## src/rtl/mem_port_arbiter.sv

```systemverilog
// ---------------------------------------------------------------------------
// mem_port_arbiter
//
// Shares a single memory port between an instruction-cache refill requester
// (I-side, read-only, abortable by i_flush) and a data requester (D-side,
// read or write). Each accepted request is carried from grant to completion:
//   IDLE   -> pick a requester (round-robin when both are eligible)
//   BUSY_x -> hold mem_* steady until mem_ready
//   back to IDLE, pulsing x_done for one cycle with the captured read data.
//
// Every output comes straight from a flop.
//
// Ports
//   clk        system clock, rising edge
//   rst        asynchronous, active-low reset
//   i_req      I-side request (held with i_addr until i_done or i_flush)
//   i_addr     I-side read address
//   i_flush    I-side abort; blocks a new grant, and suppresses i_done for an
//              I transaction already in flight
//   i_done     one-cycle completion pulse, i_rdata valid with it
//   i_rdata    I-side read data
//   d_req      D-side request (held with d_we/d_addr/d_wdata until d_done)
//   d_we       1 = write, 0 = read
//   d_addr     D-side address
//   d_wdata    D-side write data
//   d_done     one-cycle completion pulse, d_rdata valid with it on reads
//   d_rdata    D-side read data (only updated by reads)
//   mem_ce     memory request, held until mem_ready
//   mem_we     memory write enable
//   mem_addr   memory address
//   mem_wdata  memory write data
//   mem_ready  memory completion, looked at only while a transaction is open
//   mem_rdata  memory read data, valid with mem_ready
// ---------------------------------------------------------------------------
module mem_port_arbiter #(
  parameter int ADDR_WIDTH = 32,
  parameter int DATA_WIDTH = 32
) (
  input  logic                  clk,
  input  logic                  rst,
  // I-side
  input  logic                  i_req,
  input  logic [ADDR_WIDTH-1:0] i_addr,
  input  logic                  i_flush,
  output logic                  i_done,
  output logic [DATA_WIDTH-1:0] i_rdata,
  // D-side
  input  logic                  d_req,
  input  logic                  d_we,
  input  logic [ADDR_WIDTH-1:0] d_addr,
  input  logic [DATA_WIDTH-1:0] d_wdata,
  output logic                  d_done,
  output logic [DATA_WIDTH-1:0] d_rdata,
  // memory side
  output logic                  mem_ce,
  output logic                  mem_we,
  output logic [ADDR_WIDTH-1:0] mem_addr,
  output logic [DATA_WIDTH-1:0] mem_wdata,
  input  logic                  mem_ready,
  input  logic [DATA_WIDTH-1:0] mem_rdata
);

  typedef enum logic [1:0] {
    IDLE   = 2'd0,
    BUSY_I = 2'd1,
    BUSY_D = 2'd2
  } state_t;

  localparam logic GRANT_I = 1'b0;
  localparam logic GRANT_D = 1'b1;

  state_t                  state_reg,      state_next;
  logic                    last_grant_reg, last_grant_next;
  logic                    kill_reg,       kill_next;
  logic                    mem_ce_reg,     mem_ce_next;
  logic                    mem_we_reg,     mem_we_next;
  logic [ADDR_WIDTH-1:0]   mem_addr_reg,   mem_addr_next;
  logic [DATA_WIDTH-1:0]   mem_wdata_reg,  mem_wdata_next;
  logic                    i_done_reg,     i_done_next;
  logic [DATA_WIDTH-1:0]   i_rdata_reg,    i_rdata_next;
  logic                    d_done_reg,     d_done_next;
  logic [DATA_WIDTH-1:0]   d_rdata_reg,    d_rdata_next;

  // A requester that is seeing its own done pulse is not yet allowed to
  // re-request: its req line still reflects the transaction that just ended.
  // A flushing I-side is never eligible.
  logic i_elig;
  logic d_elig;
  logic grant_i;
  logic grant_d;

  assign i_elig = i_req && !i_flush && !i_done_reg;
  assign d_elig = d_req && !d_done_reg;

  // When both are eligible, the side that did not win last time goes next.
  assign grant_d = d_elig && (!i_elig || (last_grant_reg == GRANT_I));
  assign grant_i = i_elig && !grant_d;

  // -------------------------------------------------------------------------
  // State and output registers
  // -------------------------------------------------------------------------
  always_ff @(posedge clk or negedge rst) begin
    if (!rst) begin
      state_reg      <= IDLE;
      last_grant_reg <= GRANT_I;
      kill_reg       <= 1'b0;
      mem_ce_reg     <= 1'b0;
      mem_we_reg     <= 1'b0;
      mem_addr_reg   <= '0;
      mem_wdata_reg  <= '0;
      i_done_reg     <= 1'b0;
      i_rdata_reg    <= '0;
      d_done_reg     <= 1'b0;
      d_rdata_reg    <= '0;
    end else begin
      state_reg      <= state_next;
      last_grant_reg <= last_grant_next;
      kill_reg       <= kill_next;
      mem_ce_reg     <= mem_ce_next;
      mem_we_reg     <= mem_we_next;
      mem_addr_reg   <= mem_addr_next;
      mem_wdata_reg  <= mem_wdata_next;
      i_done_reg     <= i_done_next;
      i_rdata_reg    <= i_rdata_next;
      d_done_reg     <= d_done_next;
      d_rdata_reg    <= d_rdata_next;
    end
  end

  // -------------------------------------------------------------------------
  // Next-state and next-output logic
  // -------------------------------------------------------------------------
  always_comb begin
    state_next      = state_reg;
    last_grant_next = last_grant_reg;
    kill_next       = kill_reg;
    mem_ce_next     = mem_ce_reg;
    mem_we_next     = mem_we_reg;
    mem_addr_next   = mem_addr_reg;
    mem_wdata_next  = mem_wdata_reg;
    i_done_next     = 1'b0;   // done strobes last exactly one cycle
    i_rdata_next    = i_rdata_reg;
    d_done_next     = 1'b0;
    d_rdata_next    = d_rdata_reg;

    case (state_reg)
      IDLE: begin
        // mem_ready is deliberately ignored here: no transaction is open.
        kill_next = 1'b0;
        if (grant_i) begin
          state_next      = BUSY_I;
          last_grant_next = GRANT_I;
          mem_ce_next     = 1'b1;
          mem_we_next     = 1'b0;
          mem_addr_next   = i_addr;
          mem_wdata_next  = '0;
        end else if (grant_d) begin
          state_next      = BUSY_D;
          last_grant_next = GRANT_D;
          mem_ce_next     = 1'b1;
          mem_we_next     = d_we;
          mem_addr_next   = d_addr;
          mem_wdata_next  = d_wdata;
        end
      end

      BUSY_I: begin
        // A flush cannot cancel the memory access already issued; it only
        // marks the result as unwanted.
        if (i_flush) begin
          kill_next = 1'b1;
        end
        if (mem_ready) begin
          state_next  = IDLE;
          kill_next   = 1'b0;
          mem_ce_next = 1'b0;
          mem_we_next = 1'b0;
          // A flush landing in the completion cycle is as good as an
          // earlier one.
          if (!kill_reg && !i_flush) begin
            i_done_next  = 1'b1;
            i_rdata_next = mem_rdata;
          end
        end
      end

      BUSY_D: begin
        if (mem_ready) begin
          state_next  = IDLE;
          mem_ce_next = 1'b0;
          mem_we_next = 1'b0;
          d_done_next = 1'b1;
          // Writes return nothing, so the last read value stays visible.
          if (!mem_we_reg) begin
            d_rdata_next = mem_rdata;
          end
        end
      end

      default: begin
        state_next  = IDLE;
        mem_ce_next = 1'b0;
        mem_we_next = 1'b0;
      end
    endcase
  end

  assign mem_ce    = mem_ce_reg;
  assign mem_we    = mem_we_reg;
  assign mem_addr  = mem_addr_reg;
  assign mem_wdata = mem_wdata_reg;
  assign i_done    = i_done_reg;
  assign i_rdata   = i_rdata_reg;
  assign d_done    = d_done_reg;
  assign d_rdata   = d_rdata_reg;

endmodule

```

## config.mk

```make
export PLATFORM = sky130hd
export DESIGN_NAME = mem_port_arbiter
export DESIGN_NICKNAME = d
export VERILOG_FILES = /design/src/rtl/mem_port_arbiter.sv
export SDC_FILE = /design/constraint.sdc
export NUM_CORES = 1
export LEC_CHECK = 0
export BUFFER_PORTS_ARGS = -buffer_cell sky130_fd_sc_hd__buf_4
export CELL_PAD_IN_SITES_DETAIL_PLACEMENT = 1
export CELL_PAD_IN_SITES_GLOBAL_PLACEMENT = 1
export CORE_ASPECT_RATIO = 0.75
export CORE_MARGIN = 8
export CORE_UTILIZATION = 30
export DETAILED_ROUTE_END_ITERATION = 8
export PLACE_DENSITY_LB_ADDON = 0.1
export SLEW_MARGIN = 20
export SYNTH_ARGS = -nofsm -noshare
export SYNTH_HDL_FRONTEND = slang
export SYNTH_SLANG_ARGS = --single-unit
```

## constraint.sdc

```tcl
create_clock -name clk -period 2.36 [get_ports clk]
set_input_delay 0.118 -clock clk [delete_from_list [all_inputs] [get_ports clk]]
set_output_delay 0.118 -clock clk [all_outputs]
set_load 0.01 [all_outputs]
```

Yosys cells after proc, flatten, opt, wreduce, memory -nomap -nowiden
Cells that the tools add are included.
{"block": "classes", "eq_ne": 5, "n_reduce_logical": 22, "mux": 24, "bitwise_logic": 2}
{"cell": "two-way mux 32 bit", "n": 4}
{"cell": "two-way mux 1 bit", "n": 13}
{"cell": "logical AND 1 bit", "n": 6}
{"cell": "logical NOT 1 bit", "n": 6}
{"cell": "two-way mux 2 bit", "n": 3}
{"cell": "inequality test 3 bit, second input constant", "n": 2}
{"cell": "case mux 1 bit (2 select lines)", "n": 3}
{"cell": "AND reduction 2 bit", "n": 3}
{"cell": "AND reduction 3 bit", "n": 2}
{"cell": "case mux 2 bit (2 select lines)", "n": 1}
{"cell": "nonzero test 2 bit", "n": 2}
{"cell": "== test 2 x 1 -> 1 bit, second input constant", "n": 1}
{"cell": "== test 2 bit, second input constant", "n": 1}
{"cell": "logical NOT 2 bit", "n": 1}
{"cell": "inequality test 2 x 1 -> 1 bit, second input constant", "n": 1}
{"cell": "inverter 1 bit", "n": 2}
{"cell": "OR reduction 2 bit", "n": 1}
{"cell": "logical OR 1 bit", "n": 1}
{"block": "totals", "word_cells": 64, "register_bits": 136, "out_inout_bits": 132}

Logic depth before layout (Yosys ltp)
Gate-level depths: netlist (run 1).
{"block": "logic_depth", "depth_word": 10, "ltp_mapped": 7}

Least setup slack after synthesis (run 1)
OpenSTA, ideal clock, no wires.
{"block": "synth_path", "path_type": "register to register", "from": "register state_reg[0]", "to": "register mem_wdata_reg[0], in the netlist mem_wdata[0]", "required_ps": 2239, "arrival_ps": 1517, "setup_slack_ps": 722, "stages_incl_launch_ff": 8, "period_less_slack_ps": 1638, "n_path_buf": 2, "setup_time_ps": 121, "path_cell_list": "dfrtp_1 -> inv_1 -> ha_1 -> and4bb_1 -> clkbuf_1 -> nor2_1 -> buf_2 -> a22o_1"}
{"block": "synth_between", "elab_chain_len": 2}
{"element": "start: declaration", "line": "72", "text": "state_t state_reg, state_next;"}
{"element": "start signal: assignment", "line": "116", "text": "state_reg <= state_next;"}
{"element": "logical NOT 2 bit", "line": "146", "text": "case (state_reg)"}
{"element": "AND reduction 2 bit (no line)"}
{"element": "end signal: assignment", "line": "122", "text": "mem_wdata_reg <= mem_wdata_next;"}
{"element": "end: declaration", "line": "78", "text": "logic [DATA_WIDTH-1:0] mem_wdata_reg, mem_wdata_next;"}
No other way between the ends.
A chain may end at the register's enable or synchronous reset.

Worst setup path after layout (run 1)
{"block": "layout_path", "from": "register state_reg[0]", "to": "register mem_addr_reg[5], in the netlist mem_addr[5]"}
{"block": "layout_between", "elab_chain_len": 2}
{"element": "logical NOT 2 bit", "line": "146"}
{"element": "AND reduction 2 bit (no line)"}
{"element": "end signal: assignment", "line": "121", "text": "mem_addr_reg <= mem_addr_next;"}
{"element": "end: declaration", "line": "77", "text": "logic [ADDR_WIDTH-1:0] mem_addr_reg, mem_addr_next;"}
No other way between the ends.

==> results of run 1 <==
[worst max-delay path, stage by stage (launching register included)]
cell and delay (ns):
dfrtp_1 0.40, inv_1 0.10, ha_2 0.26, and4bb_1 0.30, buf_8 0.26, nor3_1 0.07, a31oi_1 0.16, dlygate4sd3_1 0.58
[what timing repair did]
| action | in CTS | in global routing |
|---|---|---|
| setup endpoints to repair | 0 | 23 |
| hold buffers | 120 | 0 |
| hold endpoints to repair | 185 | 0 |
| resized for setup | 0 | 5 |
[cell families after synthesis]
kind of cell / Yosys count / synth area share, %
and+or+nand+nor: 82 / 7.95
muxes: 65 / 13.3
buffers and inverters: 43 / 3.22
adders and majority gates: 3 / 0.680
AOI/OAI and AO/OA: 105 / 13.2
DFF: 136 / 61.6
[worst min-delay path by stage]
stage / end / depth (start not counted)
2_1_floorplan: d_done / 0
3_3_place_gp: d_rdata[14] / 1
3_5_place_dp: mem_addr[10] / 1
4_1_cts: mem_addr[15] / 3
5_1_grt: mem_addr[15] / 3
6_report: mem_addr[11] / 3
[area by class of cell]
cell class	instances	area, sq um
fillers	1924	8560
flip-flops and latches	136	3400
repair buffers	402	3350
multi-input cells	255	1970
clock buffers	18	439
well taps	247	309
clock inverters	14	241
inverters	4	15.0
[power breakdown]
part	switching (mW)	leakage, nW	internal (mW)	total [mW]
Combinational	2.42	2.58	2.84	5.26
Sequential	0.711	1.66	3.47	4.18
Clock	1.05	0.332	2.02	3.08
[synth_stat cells]
master and count:
nor2_1 5, o21ai_0 27, a22o_1 34, mux2_2 2
nor3b_2 2, a21o_1 1, nand2_1 3, mux2_4 1
and3b_1 1, nand3_1 32, a32o_1 2, and2_1 1
ha_1 3, a21oi_4 1, nand2b_1 2, inv_1 4
a211oi_2 1, or3b_1 2, a21oi_1 1, mux2_1 62
a32o_2 1, and4bb_1 1, nor3_1 32, a31oi_1 32
clkbuf_1 26, buf_2 13, o21ai_1 5, dfrtp_1 136
and3_1 1
[per-layer routing]
| layer | GRT usage [%] | part of all wire (%) |
|---|---|---|
| met5 | 0 | 0 |
| met4 | 6.12 | 1.3 |
| met3 | 6.76 | 7.4 |
| met2 | 30.7 | 49 |
| met1 | 22.7 | 43 |
[metrics by stage]
stage	util, %	hold slack [ns]	instance area [sq um]	power (mW)
global route	53.2	0.00705	9730	13.3
CTS	53.1	0.00165	9710	12.6
detailed placement	42.8	0.141	7830	8.98
floorplan	-	-0.178	5520	6.21
global placement	42.8	0.131	7830	8.81
finish	53.2	0.0179	9730	12.5
==> flow_summary.ini, run 1 <==
[floorplanning]
coreArea_sq_mm = 0.0183
die_w_um = 173
io_pins = 267
row_count = 43
die_h_um = 134
start_util_pct = 30.2
die_area_sq_mm = 0.0231

[pwr]
irDropWorstVdd_mv = 0.521
cellPowerDensity_mw_per_mm2 = 1290
p_leak_nw = 4.57

[worst_setup_path]
crit_type = reg2reg
required_ns = 2.71
r2r_setup_slack_ns = 0.15
rr_worst_depth = 7
setup.worst_path.end = mem_addr[5]
arrival_ns = 2.55
reg2reg_to = mem_addr[5]
setup.worst_path.start_class = flip-flop
rr_startpoint = state_reg[0]
cp_max_fo = 32
startpoint = state_reg[0]
critPathCaptureType = flip-flop

[logic_synthesis]
yosysTopAreaCell = dfrtp_1
synth_area_sq_mm = 0.00552
ys_warn_count = 0
syn-num-nets = 572
syn_inst = 434
netlist.area_leader.share_pct = 61.6
synth_area_leaders = dfrtp_1 62%, mux2_1 13%, a22o_1 5.4%
seq_area_frac_synth_pct = 61.6
yosys_register_bits = 136
syn_avg_cell_area_sq_um = 12.7
synth.distinct_cells = 29

[timing]
setup_slack_ns = 0.155
slew_headroom_pct = 61.1
finalCriticalPeriod_ns = 2.21
post-route-period-util_pct = 93.4
finalSetupViolCount = 0
hold_violations = 0
tns_ns = 0
fin_skew_ns = 0.00712
rsz0062_at_grt = no
slew_viol_final = 0
tightest_slew_ns = 0.584
maxClockFrequency_mhz = 453

[detailed_routing]
drc = 0
routed_wl_um = 21600
first_pass_iters = 4
wire_per_inst_um = 20.0
ant_nets = 0
drt_iter0_drc = 200
via_per_inst = 4.81
route.vias.total = 5180

[finish]
final_cells = 1076
final_common_cell = buf_4
final_cell_mix = 277 x buf_4, 136 x dfrtp_1, 120 x dlygate4sd3_1, 62 x mux2_1, 34 x a22o_1
layout-drive-gt1-share_pct = 39.2
diodes = 0
area_growth_pct = 76.1
finalNetCount = 954

[clock_tree]
clk_latency_ns = 0.41
cts.sinks = 136
clkTransAtPathRegs_ns = 0.06
tritoncts = built
clockBufferDepth = 2
htreeDepth = 4
numCtsBuffers = 17
postCtsSetupRepairBufs = 0
cts_root_buf = clkbuf_16

[place]
post-place-ws_ns = 0.545
place_inst = 924
place_hpwl_um = 14300
portBuffers = 266
gp_congestion = 0.769

[worst_hold_path]
hp-start = d_addr[11]
worstHoldPathType = in2reg

[global_routing]
grt_pass1_wl_um = 34600
gr-total-overflow = 0
grt_max_degree = 62
grt_pass1_vias = 5984
gr-usage-all-layers_pct = 18.7
antenna_found_initial = 0

[outcome]
status = finished clean

[flow_run]
cap_violations = 0
(Power assumes the default switching activity.)
==> inputs of run 2 (changes only) <==
- BUFFER_PORTS_ARGS: -buffer_cell sky130_fd_sc_hd__buf_4 -> -buffer_cell sky130_fd_sc_hd__buf_2
==> flow_summary.ini, run 2 (synthesis results as in run 1) <==
[global_routing]
grt_pass1_wl_um = 33300
gr-usage-all-layers_pct = 18.0
gr-total-overflow = 0
antenna_found_initial = 3
grt_max_degree = 54
grt_pass1_vias = 5950

[timing]
slew_headroom_pct = 64.6
post-route-period-util_pct = 93.9
hold_violations = 0
finalSetupViolCount = 0
fin_skew_ns = 0.0123
slew_viol_final = 0
tns_ns = 0
rsz0062_at_grt = no
finalCriticalPeriod_ns = 2.22
setup_slack_ns = 0.143
tightest_slew_ns = 0.531
maxClockFrequency_mhz = 451
timing.hold.ws_ns = 0.112

[clock_tree]
postCtsSetupRepairBufs = 0
htreeDepth = 4
clkTransAtPathRegs_ns = 0.06
cts_root_buf = clkbuf_16
numCtsBuffers = 17
clockBufferDepth = 2
tritoncts = built
clk_latency_ns = 0.42
cts.sinks = 136

[worst_setup_path]
arrival_ns = 2.57
cp_max_fo = 32
crit_type = reg2reg
required_ns = 2.71
critPathCaptureType = flip-flop
setup.worst_path.start_class = flip-flop

[finish]
finalNetCount = 962
num-fill-cells = 1998
final_cells = 1086
fin_area_sq_mm = 0.00912
layout-drive-gt1-share_pct = 38.5
area_growth_pct = 65.1
final_common_cell = buf_2
final_cell_mix = 265 x buf_2, 136 x dfrtp_1, 130 x dlygate4sd3_1, 62 x mux2_1, 34 x a22o_1
fin_util_pct = 49.9

[floorplanning]
io_pins = 267
die_area_sq_mm = 0.0231
row_count = 43
die_h_um = 134
coreArea_sq_mm = 0.0183
start_util_pct = 30.2
die_w_um = 173

[place]
dpl_cell_area_sq_mm = 0.00718
place_hpwl_um = 14000
portBuffers = 266
gp_congestion = 0.767
post-place-ws_ns = 0.530
place_inst = 922

[pwr]
cellPowerDensity_mw_per_mm2 = 1270
total_power_mw = 11.6
irDropWorstVdd_mv = 0.586
p_leak_nw = 4.37

[detailed_routing]
via_per_inst = 4.78
drt_iter0_drc = 209
wire_per_inst_um = 18.9
first_pass_iters = 4
routed_wl_um = 20500
route.vias.total = 5186
ant_nets = 0
drc = 0

[worst_hold_path]
worstHoldPathType = in2reg

[outcome]
status = finished clean

[flow_run]
cap_violations = 0
## run 2: where the power goes
part	total [mW]	internal (mW)	switching, mW
Sequential	4.14	3.47	0.676
Combinational	4.60	2.26	2.33
Clock	2.81	1.77	1.04
## run 2: critical path: stages (launching register included)
cell	delay (ns)
dfrtp_1	0.39
inv_1	0.08
ha_1	0.29
and4bb_1	0.32
buf_8	0.26
nor3_1	0.07
a31oi_1	0.16
dlygate4sd3_1	0.57
## run 2: area by class of cell
class	count	area, sq um	area share, %
sequential	136	3400	37.3
timing repair buffer	410	2800	30.7
multi-input combinational	255	1970	21.6
clock buffer	17	425	4.66
tap	247	309	3.39
clock inverter	15	198	2.17
inverter	4	15.0	0.165
antenna	2	5.00	0.0549
## run 2: metal layers
| layer | share of wire (%) | GRT usage, % |
|---|---|---|
| met5 | 0.063 | 0 |
| met4 | 1.7 | 5.88 |
| met3 | 7.2 | 7.07 |
| met2 | 47 | 29.1 |
| met1 | 44 | 21.7 |
## run 2: path summary, 6_finish.rpt
path	start	endpoint	slack [ns]	cells past startpoint
max	state_reg[0]	mem_addr[16]	0.14	7
min	d_we	mem_we	0.11	4
max reg2reg	state_reg[0]	mem_addr[16]	0.14	7
min reg2reg	i_rdata[16]	i_rdata[16]	0.48	1
max in group asynchronous	rst	mem_we	1.43	3
min in group asynchronous	rst	mem_addr[7]	0.22	2
## run 2: repair_timing
action                     in CTS  in global routing
hold endpoints to repair      179                  0
setup endpoints to repair       0                 29
resized for setup               0                  4
hold buffers                  130                  0
==> inputs of run 3 (changes only) <==
- SLEW_MARGIN: 20 -> 30
- clock period: 2.36 -> 2.4 ns (I/O delays scaled with it)
==> flow_summary.ini, run 3 (synthesis results as in run 1) <==
[detailed_routing]
routed_wl_um = 20600
first_pass_iters = 4
drt_iter0_drc = 208
wire_per_inst_um = 19.0
via_per_inst = 4.81
ant_nets = 0
route.vias.total = 5216
drc = 0

[finish]
area_growth_pct = 63.5
layout-drive-gt1-share_pct = 38.6
multi_input_area_sq_mm = 0.00197
finalNetCount = 960
num-fill-cells = 1990
final_cell_mix = 265 x buf_2, 136 x dfrtp_1, 128 x dlygate4sd3_1, 62 x mux2_1, 34 x a22o_1
final_common_cell = buf_2
regArea_sq_mm = 0.00340
fin_area_sq_mm = 0.00903

[timing]
finalCriticalPeriod_ns = 2.29
post-route-period-util_pct = 95.6
slew_headroom_pct = 65.0
slew_viol_final = 0
rsz0062_at_grt = no
maxClockFrequency_mhz = 436
tns_ns = 0
setup_slack_ns = 0.105
tightest_slew_ns = 0.525
finalSetupViolCount = 0
fin_skew_ns = 0.00988
hold_violations = 0

[worst_setup_path]
crit_type = reg2reg
critPathCaptureType = flip-flop
startpoint = i_done
r2r_setup_slack_ns = 0.11
setup.worst_path.end = mem_addr[21]
setup.worst_path.start_class = flip-flop
arrival_ns = 2.59
rr_worst_depth = 5
required_ns = 2.69
reg2reg_to = mem_addr[21]
rr_startpoint = i_done
cp_max_fo = 33

[outcome]
status = finished clean

[global_routing]
antenna_found_initial = 3
grt_pass1_vias = 5953
gr-usage-all-layers_pct = 17.9
grt_pass1_wl_um = 33300
gr-total-overflow = 0
grt_max_degree = 53

[pwr]
p_int_mw = 7.00
seqPwrFrac_pct = 36.8
irDropWorstVdd_mv = 0.425
power_frac_comb_pct = 40.8
switching_share_pct = 36.6
switchingPower_mw = 4.05
cellPowerDensity_mw_per_mm2 = 1220
p_leak_nw = 4.33
clkPwrFrac_pct = 22.4

[place]
dpl_cell_area_sq_mm = 0.00718
place_hpwl_um = 14000
post-place-ws_ns = 0.572
portBuffers = 266
gp_congestion = 0.766

[clock_tree]
clk_latency_ns = 0.42
clkTransAtPathRegs_ns = 0.07
clockBufferDepth = 2
tritoncts = built
cts.sinks = 136
cts_root_buf = clkbuf_16
htreeDepth = 4
numCtsBuffers = 17
postCtsSetupRepairBufs = 0

[floorplanning]
row_count = 43
coreArea_sq_mm = 0.0183
die_h_um = 134
die_w_um = 173
io_pins = 267
start_util_pct = 30.2
die_area_sq_mm = 0.0231

[worst_hold_path]
worstHoldPathType = in2reg

[flow_run]
cap_violations = 0
## run 3: cell types whose count changed in the layout (fill, tap and decap cells not counted), sizes merged
cell         delta
inv             +6
bufinv          -4
clkinv          -3
dlygate4sd3     -2
clkinvlp        +1
## run 3: cell type report
cell class / instances / share of cell area, %
well taps: 247 / 3.42
multi-input cells: 255 / 21.8
inverters: 4 / 0.166
diodes: 2 / 0.0554
repair buffers: 408 / 30.7
clock buffers: 17 / 4.71
flip-flops and latches: 136 / 37.7
clock inverters: 15 / 1.45
## run 3: worst min-delay path by stage
stage | startpoint | slack (ns) | depth (start not counted) | endpoint
floorplan | rst | -0.18 | 0 | d_done
global placement | rst | 0.12 | 1 | mem_addr[7]
detailed placement | rst | 0.12 | 1 | mem_addr[9]
CTS | d_addr[27] | 0.002 | 3 | mem_addr[27]
global route | d_addr[27] | 0.03 | 3 | mem_addr[27]
finish | d_addr[28] | 0.03 | 3 | mem_addr[28]
## run 3: layer usage
layer  routed length [um]  GRT usage [%]  vias up  part of all wire (%)
li1                     -              -     2393                     -
met1                 8910           21.8     2614                    43
met2                 9800           29.0      185                    48
met3                 1550           7.10       22                   7.5
met4                  296           5.45        2                   1.4
met5                   12              0        -                 0.058
## run 3: critical path: stages (launching register included)
cell and delay [ns]:
dfrtp_1 0.44, or3b_1 0.46, buf_4 0.29, o21ai_0 0.27, a31oi_1 0.12, dlygate4sd3_1 0.59
## run 3: power groups by stage
stage | clock network, mW | logic, mW | registers (mW)
CTS | 2.57 | 4.56 | 4.08
detailed placement | 0 | 4.03 | 4.09
global placement | 0 | 3.93 | 4.08
floorplan | 0 | 1.60 | 4.51
finish | 2.47 | 4.51 | 4.07
global route | 2.65 | 4.93 | 4.21
## run 3: metrics by stage
stage | instances | power, mW | util [%] | hold slack (ns)
after global routing | 1084 | 11.8 | 49.4 | 0.0267
after CTS | 1082 | 11.2 | 49.3 | 0.00204
after detailed placement | 922 | 8.12 | 39.2 | 0.121
after floorplan | 434 | 6.11 | - | -0.176
after global placement | 922 | 8.01 | 39.2 | 0.121
final | 1084 | 11.1 | 49.4 | 0.0283
## run 3: timing repair
action                                  4_1_cts  5_1_grt
gates resized for setup                       0        3
endpoints found under the hold margin       178        0
hold buffers                                128        0
endpoints found under the setup margin        0       26
